**src/rtl/inst_encoder.sv**
```systemverilog
// ---------------------------------------------------------------------------
// inst_encoder
//
// Packs decoded instruction fields back into 32-bit RV32I words. This is the
// inverse of the immediate generator. It feeds the program loader and the
// self-test writer that fill instruction memory.
//
// Every immediate is range-checked for its format. A request that cannot be
// encoded still produces a word: the word is the canonical NOP
// (addi x0,x0,0 = 32'h0000_0013), with out_err raised. That word still
// occupies an address, so later words stay at their intended locations.
//
// The output is a single registered entry with a valid/ready handshake on
// both sides. The input can be accepted in the same cycle the held word
// drains, so the block sustains one word per cycle.
//
// Parameters
//   ADDR_W     width of out_addr
//   BASE_ADDR  byte address of the first word after reset/restart (4-aligned)
//
// Ports
//   clk         clock, all state on rising edge
//   reset       synchronous, active-high; overrides everything
//   restart     pulse: drop held word, reload BASE_ADDR, clear counters
//   in_valid    request valid
//   in_ready    request accepted when in_valid && in_ready
//   in_fmt      0=I 1=S 2=B 3=J 4=U 5=SHIFT, 6/7 illegal
//   in_opcode   opcode  -> [6:0]
//   in_rd       rd      -> [11:7]   (I, J, U, SHIFT)
//   in_rs1      rs1     -> [19:15]  (I, S, B, SHIFT)
//   in_rs2      rs2     -> [24:20]  (S, B)
//   in_funct3   funct3  -> [14:12]  (I, S, B, SHIFT)
//   in_funct7   funct7  -> [31:25]  (SHIFT only)
//   in_imm      signed immediate / byte offset
//   out_valid   held word valid
//   out_ready   consumer accepts when out_valid && out_ready
//   out_inst    encoded word
//   out_addr    byte address of out_inst
//   out_err     out_inst is a substituted NOP
//   word_count  words handed off (wraps)
//   err_count   errored words handed off (saturates at 255)
// ---------------------------------------------------------------------------
module inst_encoder #(
  parameter int                ADDR_W    = 32,
  parameter logic [ADDR_W-1:0] BASE_ADDR = '0
) (
  input  logic              clk,
  input  logic              reset,
  input  logic              restart,

  input  logic              in_valid,
  output logic              in_ready,
  input  logic [2:0]        in_fmt,
  input  logic [6:0]        in_opcode,
  input  logic [4:0]        in_rd,
  input  logic [4:0]        in_rs1,
  input  logic [4:0]        in_rs2,
  input  logic [2:0]        in_funct3,
  input  logic [6:0]        in_funct7,
  input  logic [31:0]       in_imm,

  output logic              out_valid,
  input  logic              out_ready,
  output logic [31:0]       out_inst,
  output logic [ADDR_W-1:0] out_addr,
  output logic              out_err,
  output logic [15:0]       word_count,
  output logic [7:0]        err_count
);

  // Format codes on in_fmt.
  localparam logic [2:0] FMT_I     = 3'd0;
  localparam logic [2:0] FMT_S     = 3'd1;
  localparam logic [2:0] FMT_B     = 3'd2;
  localparam logic [2:0] FMT_J     = 3'd3;
  localparam logic [2:0] FMT_U     = 3'd4;
  localparam logic [2:0] FMT_SHIFT = 3'd5;

  // addi x0, x0, 0: substituted for any word that cannot be encoded.
  localparam logic [31:0] NOP_INST = 32'h0000_0013;

  localparam logic [ADDR_W-1:0] WORD_BYTES = ADDR_W'(4);

  // -------------------------------------------------------------------------
  // Range helper
  // -------------------------------------------------------------------------
  // Returns true when v, read as a signed 32-bit value, lies in
  // -2^msb .. 2^msb-1. That holds exactly when bits [31:msb] are all copies
  // of the sign bit. An arithmetic shift by msb then leaves all-zeros or
  // all-ones.
  function automatic logic fits_signed(input logic [31:0] v, input int msb);
    logic [31:0] t;
    t = 32'($signed(v) >>> msb);
    return (t == '0) || (t == '1);
  endfunction

  // -------------------------------------------------------------------------
  // Combinational encoder
  // -------------------------------------------------------------------------
  logic [31:0] enc_inst;
  logic        enc_err;

  // Legality flags for each format, kept separate from the packing logic.
  logic ok_i, ok_s, ok_b, ok_j, ok_u, ok_shift;

  assign ok_i     = fits_signed(in_imm, 11);
  assign ok_s     = fits_signed(in_imm, 11);
  // B and J offsets address 2-byte units. Bit 0 is not encodable, so it
  // must be clear. The positive limit is therefore one below 2^msb-1.
  assign ok_b     = fits_signed(in_imm, 12) && !in_imm[0];
  assign ok_j     = fits_signed(in_imm, 20) && !in_imm[0];
  // U carries only the upper 20 bits. Any low bit set would be silently lost.
  assign ok_u     = (in_imm[11:0] == 12'd0);
  // The shift amount is an unsigned 5-bit field.
  assign ok_shift = (in_imm[31:5] == 27'd0);

  // NOTE: every variable written here gets a default first, so no path
  // through the case can leave one unassigned and infer a latch.
  always_comb begin
    enc_inst = NOP_INST;
    enc_err  = 1'b1;
    case (in_fmt)
      FMT_I: begin
        if (ok_i) begin
          enc_inst = {in_imm[11:0], in_rs1, in_funct3, in_rd, in_opcode};
          enc_err  = 1'b0;
        end
      end
      FMT_S: begin
        if (ok_s) begin
          enc_inst = {in_imm[11:5], in_rs2, in_rs1, in_funct3,
                      in_imm[4:0], in_opcode};
          enc_err  = 1'b0;
        end
      end
      FMT_B: begin
        if (ok_b) begin
          enc_inst = {in_imm[12], in_imm[10:5], in_rs2, in_rs1, in_funct3,
                      in_imm[4:1], in_imm[11], in_opcode};
          enc_err  = 1'b0;
        end
      end
      FMT_J: begin
        if (ok_j) begin
          enc_inst = {in_imm[20], in_imm[10:1], in_imm[11], in_imm[19:12],
                      in_rd, in_opcode};
          enc_err  = 1'b0;
        end
      end
      FMT_U: begin
        if (ok_u) begin
          enc_inst = {in_imm[31:12], in_rd, in_opcode};
          enc_err  = 1'b0;
        end
      end
      FMT_SHIFT: begin
        if (ok_shift) begin
          enc_inst = {in_funct7, in_imm[4:0], in_rs1, in_funct3, in_rd,
                      in_opcode};
          enc_err  = 1'b0;
        end
      end
      default: begin
        // Formats 6 and 7 have no encoding; keep the NOP and the error.
        enc_inst = NOP_INST;
        enc_err  = 1'b1;
      end
    endcase
  end

  // -------------------------------------------------------------------------
  // Handshakes
  // -------------------------------------------------------------------------
  // in_ready does not look at in_valid. An upstream that waits for ready
  // before asserting valid therefore cannot deadlock against this block.
  // The slot is free when it is empty, or when the held word leaves in
  // this cycle.
  assign in_ready = !reset && !restart && (!out_valid || out_ready);

  logic in_hs;
  logic out_hs;

  assign in_hs  = in_valid && in_ready;
  assign out_hs = out_valid && out_ready;

  // -------------------------------------------------------------------------
  // Output register, address and counters
  // -------------------------------------------------------------------------
  // out_addr always holds BASE_ADDR + 4 * (words handed off since reset or
  // restart). The held word therefore owns out_addr. A word accepted in the
  // same cycle as a hand-off lands on the incremented address.
  //
  // NOTE: all state here uses non-blocking assignments. Every read in this
  // block then sees the pre-edge value, whatever the statement order.
  always_ff @(posedge clk) begin
    if (reset) begin
      out_valid  <= 1'b0;
      out_inst   <= '0;
      out_err    <= 1'b0;
      out_addr   <= BASE_ADDR;
      word_count <= '0;
      err_count  <= '0;
    end else if (restart) begin
      // A held word is dropped uncounted, even if the consumer takes it in
      // this same cycle. in_ready is low, so nothing new enters.
      out_valid  <= 1'b0;
      out_addr   <= BASE_ADDR;
      word_count <= '0;
      err_count  <= '0;
    end else begin
      if (out_hs) begin
        out_addr   <= out_addr + WORD_BYTES;
        word_count <= word_count + 16'd1;
        if (out_err && (err_count != 8'hFF)) begin
          err_count <= err_count + 8'd1;
        end
      end

      if (in_hs) begin
        out_valid <= 1'b1;
        out_inst  <= enc_inst;
        out_err   <= enc_err;
      end else if (out_hs) begin
        out_valid <= 1'b0;
      end
    end
  end

endmodule

```
**config.mk**
```make
export PLATFORM = sky130hd
export DESIGN_NAME = inst_encoder
export DESIGN_NICKNAME = d
export VERILOG_FILES = /design/src/rtl/inst_encoder.sv
export SDC_FILE = /design/constraint.sdc
export NUM_CORES = 1
export LEC_CHECK = 0
export CAP_MARGIN = 20
export CORE_MARGIN = 8
export CORE_UTILIZATION = 40
export CTS_CLUSTER_SIZE = 25
export DETAILED_ROUTE_END_ITERATION = 10
export GPL_ROUTABILITY_DRIVEN = 0
export GPL_TIMING_DRIVEN = 0
export PLACE_DENSITY = 0.75
export SLEW_MARGIN = 20
export SYNTH_ARGS = -nofsm -noshare
export SYNTH_HDL_FRONTEND = slang
export SYNTH_SLANG_ARGS = --single-unit
```
**constraint.sdc**
```tcl
create_clock -name clk -period 2.4 [get_ports clk]
set_input_delay 0.24 -clock clk [delete_from_list [all_inputs] [get_ports clk]]
set_output_delay 0.24 -clock clk [all_outputs]
set_load 0.02 [all_outputs]
```
# After elaboration in Yosys (flattened, before gate mapping)
# Cells that the tools add are included.
# word_totals
regBits	90
inputBits	72
out_inout_bits	91
elab_cells	60
# classes
n_addsub	3
n_eq_ne	9
mux	15
n_bitwise	1
reduce_logical	26
# ops
cell	n
$mux 32	6
$pmux 32 s6	1
$eq 32x32->1 const B	3
$logic_not 32->1	3
$add 32x3->32 const B	1
$logic_not 27->1	1
$add 16x1->16 const B	1
$logic_not 12->1	1
$add 8x1->8 const B	1
$ne 8x8->1 const B	1
$logic_and 1x1->1	7
$mux 1	7
$eq 3x2->1 const B	2
$eq 3x3->1 const B	2
$pmux 1 s5	1
$logic_not 1->1	4
$logic_or 1x1->1	4
$reduce_and 2->1	2
$reduce_or 2->1	2
$eq 3x1->1 const B	1
$logic_not 3->1	1
$reduce_bool 2->1	1
$not 1->1	1

# Longest topological paths before layout
# depth
depth_word	5
mapped_depth	8
mapped_depth_nobuf	7

# Worst setup path before layout
# Ideal clock, no wire load.
# synth_timing
path_type	register -> register
startpoint	register out_valid
endpoint	register out_addr[27]
setup_ns	0.070
arrival_time_ns	2.142
t_required_ns	2.330
slack_ns	0.189
stages_incl_launch_ff	7
path_buffers	1
period_less_slack_ns	2.211
path_cell_list	dfxtp_1 > nand2_2 > or4_4 > or4_1 > clkbuf_2 > or3_1 > a21oi_1
# synth_between
elab_chain_cells	1
# synth_lines
item	line_no	source
start, declared	62	output logic out_valid,
start signal, assigned	197	out_valid <= 1'b0;
start signal, assigned	206	out_valid <= 1'b0;
start signal, assigned	220	out_valid <= 1'b1;
$logic_and 1x1->1	184	assign out_hs = out_valid && out_ready;
end signal, assigned	212	out_addr <= out_addr + WORD_BYTES;
end, declared	65	output logic [ADDR_W-1:0] out_addr,
# No other way between the ends.
# A chain may end at the register's enable or synchronous reset.

# Final worst setup path
# layout_timing
startpoint	input port in_imm[20]
endpoint	register out_inst[8]
# layout_between
elab_chain_cells	5
word_cells_on_any_way	18
classes_between	eq/ne (3); mux (6); reduce/logical (9)
# layout_lines
item	line_no	source
start, declared	60	input logic [31:0] in_imm,
$eq 32x32->1 or $logic_not 32->1 (tied branches)	94	return (t == '0) || (t == '1);
$logic_or 1x1->1	94	
$logic_and 1x1->1 (on tied branches)	111, 110	
$mux 32 (on tied branches)	144, 137	
$pmux 32 s6 *	122	case (in_fmt)
end signal, assigned	221	out_inst <= enc_inst;
end, declared	64	output logic [31:0] out_inst,
# Mark *: on every way between the ends. The rest lies on a longest branch, timed or not.

==> run summary <==
Detailed routing inserted a total of 4263 vias. Of the cells placed in the final design, the portion with a size suffix greater than 1 is 0.08129. The maximum net fanout on the critical path is 6. The aggregate global-route resource usage is 0.1862.

The total negative slack is 0 ns. The worst-margin pin slew is approximately 0.55 ns. The maximum number of pins on one net before global-route repair is 17. The Yosys warning count came out at 0. The net count of the finished layout came out at 722. The largest buffer count on any clock path is 2. Setup repair after global routing could not meet its margin everywhere. The area growth from synthesis to layout is 49.03%. Clock tree synthesis found a total of just under 90 sinks. The maximum operating frequency is 0.4225 GHz. The routed wirelength normalized by instance count is between 15 and 20 microns. The most common cell in the synthesized netlist is dfxtp_1.

The via-per-instance ratio is between 5 and 6. The total congestion overflow came out at 0. The number of DRC violations after detailed routing is 0. The tool flagged a number of max-cap violations equal to 0. The count of pins on the block boundary came out at between 150 and 200. The element type at the critical path end is a flip-flop.

In this run the worst hold path is classified as in2reg. The cell taking the most area after synthesis is dfxtp_1. The combined area of the multi-input logic cells came out at 0.002337 sq mm. The first-pass GRT wire length came out at between 20 and 25 mm. The final critical path time including I/O delays and setup is approximately 2.4 ns. The largest voltage drop on the vdd net came out at between 0.2 and 0.3 mV. The worst path meets setup with roughly 0.033 ns of slack. In this run the critical register-to-register path is captured at out_addr[31]. By area the synthesized netlist is led by dfxtp_1 (43%), nor2_1 (5.7%), xor2_1 (5.5%). The routed design has approximately 13 mm of wire. The post-route core utilization is 0.6053.

In this run the clock root is driven by a clkbuf_8. The count of routing violations after the opening detailed-route iteration is 289. The floorplan step defined a die boundary enclosing ~0.014 sq mm. In this run the most critical hold path is launched from in_rs1[4].

The final number of hold-violating endpoints came out at 0. The count of final max-slew check failures came out at 0. The total power per unit cell area came out at around 440 mW/mm^2.

The worst clock skew is 0.01471 ns. TritonCTS built the clock tree. The arrival time at the worst endpoint came out at around 2.7 ns. Counting flops and latches in the post-synthesis netlist gives between 80 and 90. The effective utilization at floorplan came out at 0.4061. The number of global-route vias before repair came out at 4304. The critical path is of the in2reg type. The final worst-path cycle share is 0.9861. The flow ran to the end, and the final reports show no timing, DRC or antenna violations. In the final layout, flip-flops and latches occupy 0.001762 sq mm. Setup violations remaining at the end of the flow were counted as 0. The count of nets left with antenna violations once routing finished came out at 0.

The number of port buffers came out at 159. Of the synthesized area, sequential elements account for 0.4259. The number of antenna violations at the first check in global routing is 0. The mean instance size in the synthesized netlist came out at 8.654 sq um. Data on the critical path is required at its endpoint by between 2 and 3 ns. For the worst flop-to-flop path, the logic depth is 7. The share of synthesized flip-flops with an asynchronous set or reset is 0. Setup slack on the worst reg-to-reg path comes out at roughly 0.11 ns. The core footprint is 0.01018 sq mm. Measured against its own limit, the worst slew margin works out to 0.6284. After clock tree synthesis, the clock-pin slew on the worst setup and hold paths is 0.09 ns.

Detailed placement ended at an HPWL of approximately 11 mm. OpenSTA, run right after detailed placement, puts the worst setup slack at -0.6676 ns. The share of synthesized area in the top cell type comes to 0.4259.

The element type at the critical path start is a primary input. The total iterations of the first detailed-routing run came out at 5. The sink of the worst hold path is out_inst[19]. Clock tree synthesis inserted a total of 9 buffers.

The diode insertion count for antenna repair is 0. The H-tree depth came out at 3. From left edge to right edge, the die measures about 120 microns. The row count is 37. By count the netlist is led by dfxtp_1 (88), nor2_1 (63), a21oi_1 (33). The post-synthesis instance total came out at 478.

Synthesis instantiated 60 different standard cells from the library. The number of cells traversed by the worst hold path is 2. The summed instance area of the synthesized netlist is a little over 0.004 sq mm. The worst register-to-register path begins at out_valid. The number of hold buffers added after cts came out at 0. The die extent in y is 117.7 microns. In the synthesized netlist the dominant register cell turns out to be dfxtp_1. Fill cells in the final layout number 920. The later pin in the worst-skew pair is clocked with a latency of about 0.35 ns. For this design the static power due to leakage is ~2.0 nW.

The number of synthesized flops with an enable pin came out at 0.
==> how the worst max path moves through the flow <==
stage                          start            to
after floorplan            out_valid  out_addr[27]
after global placement    in_imm[20]  out_inst[27]
after detailed placement  in_imm[20]  out_inst[27]
after CTS                      reset      in_ready
after global routing      in_imm[20]  out_inst[29]
final                     in_imm[20]   out_inst[8]
==> logic make-up after synthesis <==
logic type / count (synthesis) / share of synthesized area
xor+xnor: 40 / 0.08470
simple gates: 212 / 0.2665
flops: 88 / 0.4259
compound gates: 106 / 0.1794
other cells: 1 / 0.0009066
buf+inv: 26 / 0.02873
fa+ha+maj: 3 / 0.009075
mux: 2 / 0.004840
==> where the power goes <==
part	switching [mW]	internal (mW)
Clock	0.569	0.416
Sequential	0.00453	1.46
Combinational	0.123	0.141
Total	0.697	2.02
==> per-stage QoR <==
stage	instances	hold WS (ns)	cell area, sq um	power [mW]
after floorplan	479	0.3569	4140	1.584
after detailed placement	774	0.4674	5902	1.761
after global routing	788	0.4478	6165	2.831
after CTS	790	0.4342	6125	2.735
final	788	0.4444	6165	2.719
after global placement	774	0.4622	5902	1.757
==> layer usage <==
| metal | track usage | part of all wire |
|---|---|---|
| met5 | 0 | 0 |
| met4 | 0.05685 | 0.013 |
| met3 | 0.07674 | 0.098 |
| met2 | 0.3248 | 0.49 |
| met1 | 0.2013 | 0.40 |
==> repair_timing <==
item | in CTS | in global routing
gates resized for setup | 11 | 10
setup endpoints to repair | 30 | 37
buffers inserted | 0 | 0
==> cell usage in the layout (no fill, tap or decap), drive strengths merged, types with 8 or more instances in the layout <==
master | Yosys | layout
nand3 | 21 | 21
a22oi | 10 | 10
dfxtp | 88 | 88
nor2 | 63 | 63
nor4 | 8 | 8
or3 | 12 | 12
xor2 | 26 | 26
nand4 | 13 | 13
clkbuf | 19 | 27
a21oi | 34 | 34
xnor2 | 14 | 14
o2bb2ai | 14 | 14
nor3 | 18 | 18
o21ai | 18 | 18
nand2 | 32 | 32
and3 | 12 | 12
clkdlybuf4s50 | 0 | 158
==> registers in the layout (all words and copies together) (netlist names) <==
register / cells
err_count: 8
out_addr: 30
out_err: 1
out_inst: 32
out_valid: 1
word_count: 16
==> layout make-up <==
class / instances / area share
clock inverter: 6 / 0.008119
clock buffer: 10 / 0.02233
tap: 136 / 0.02760
multi-input combinational: 365 / 0.3791
buffer: 21 / 0.01725
timing repair buffer: 159 / 0.2580
sequential: 88 / 0.2858
inverter: 3 / 0.001827
==> critical path, cell delays in order <==
cell and delay, ns:
clkdlybuf4s50_1 0.49, nor4_1 0.47, nand3_1 0.29, or2_2 0.45, o22ai_4 0.22, nor3b_4 0.31
a221o_1 0.19
(Power assumes the default switching activity.)
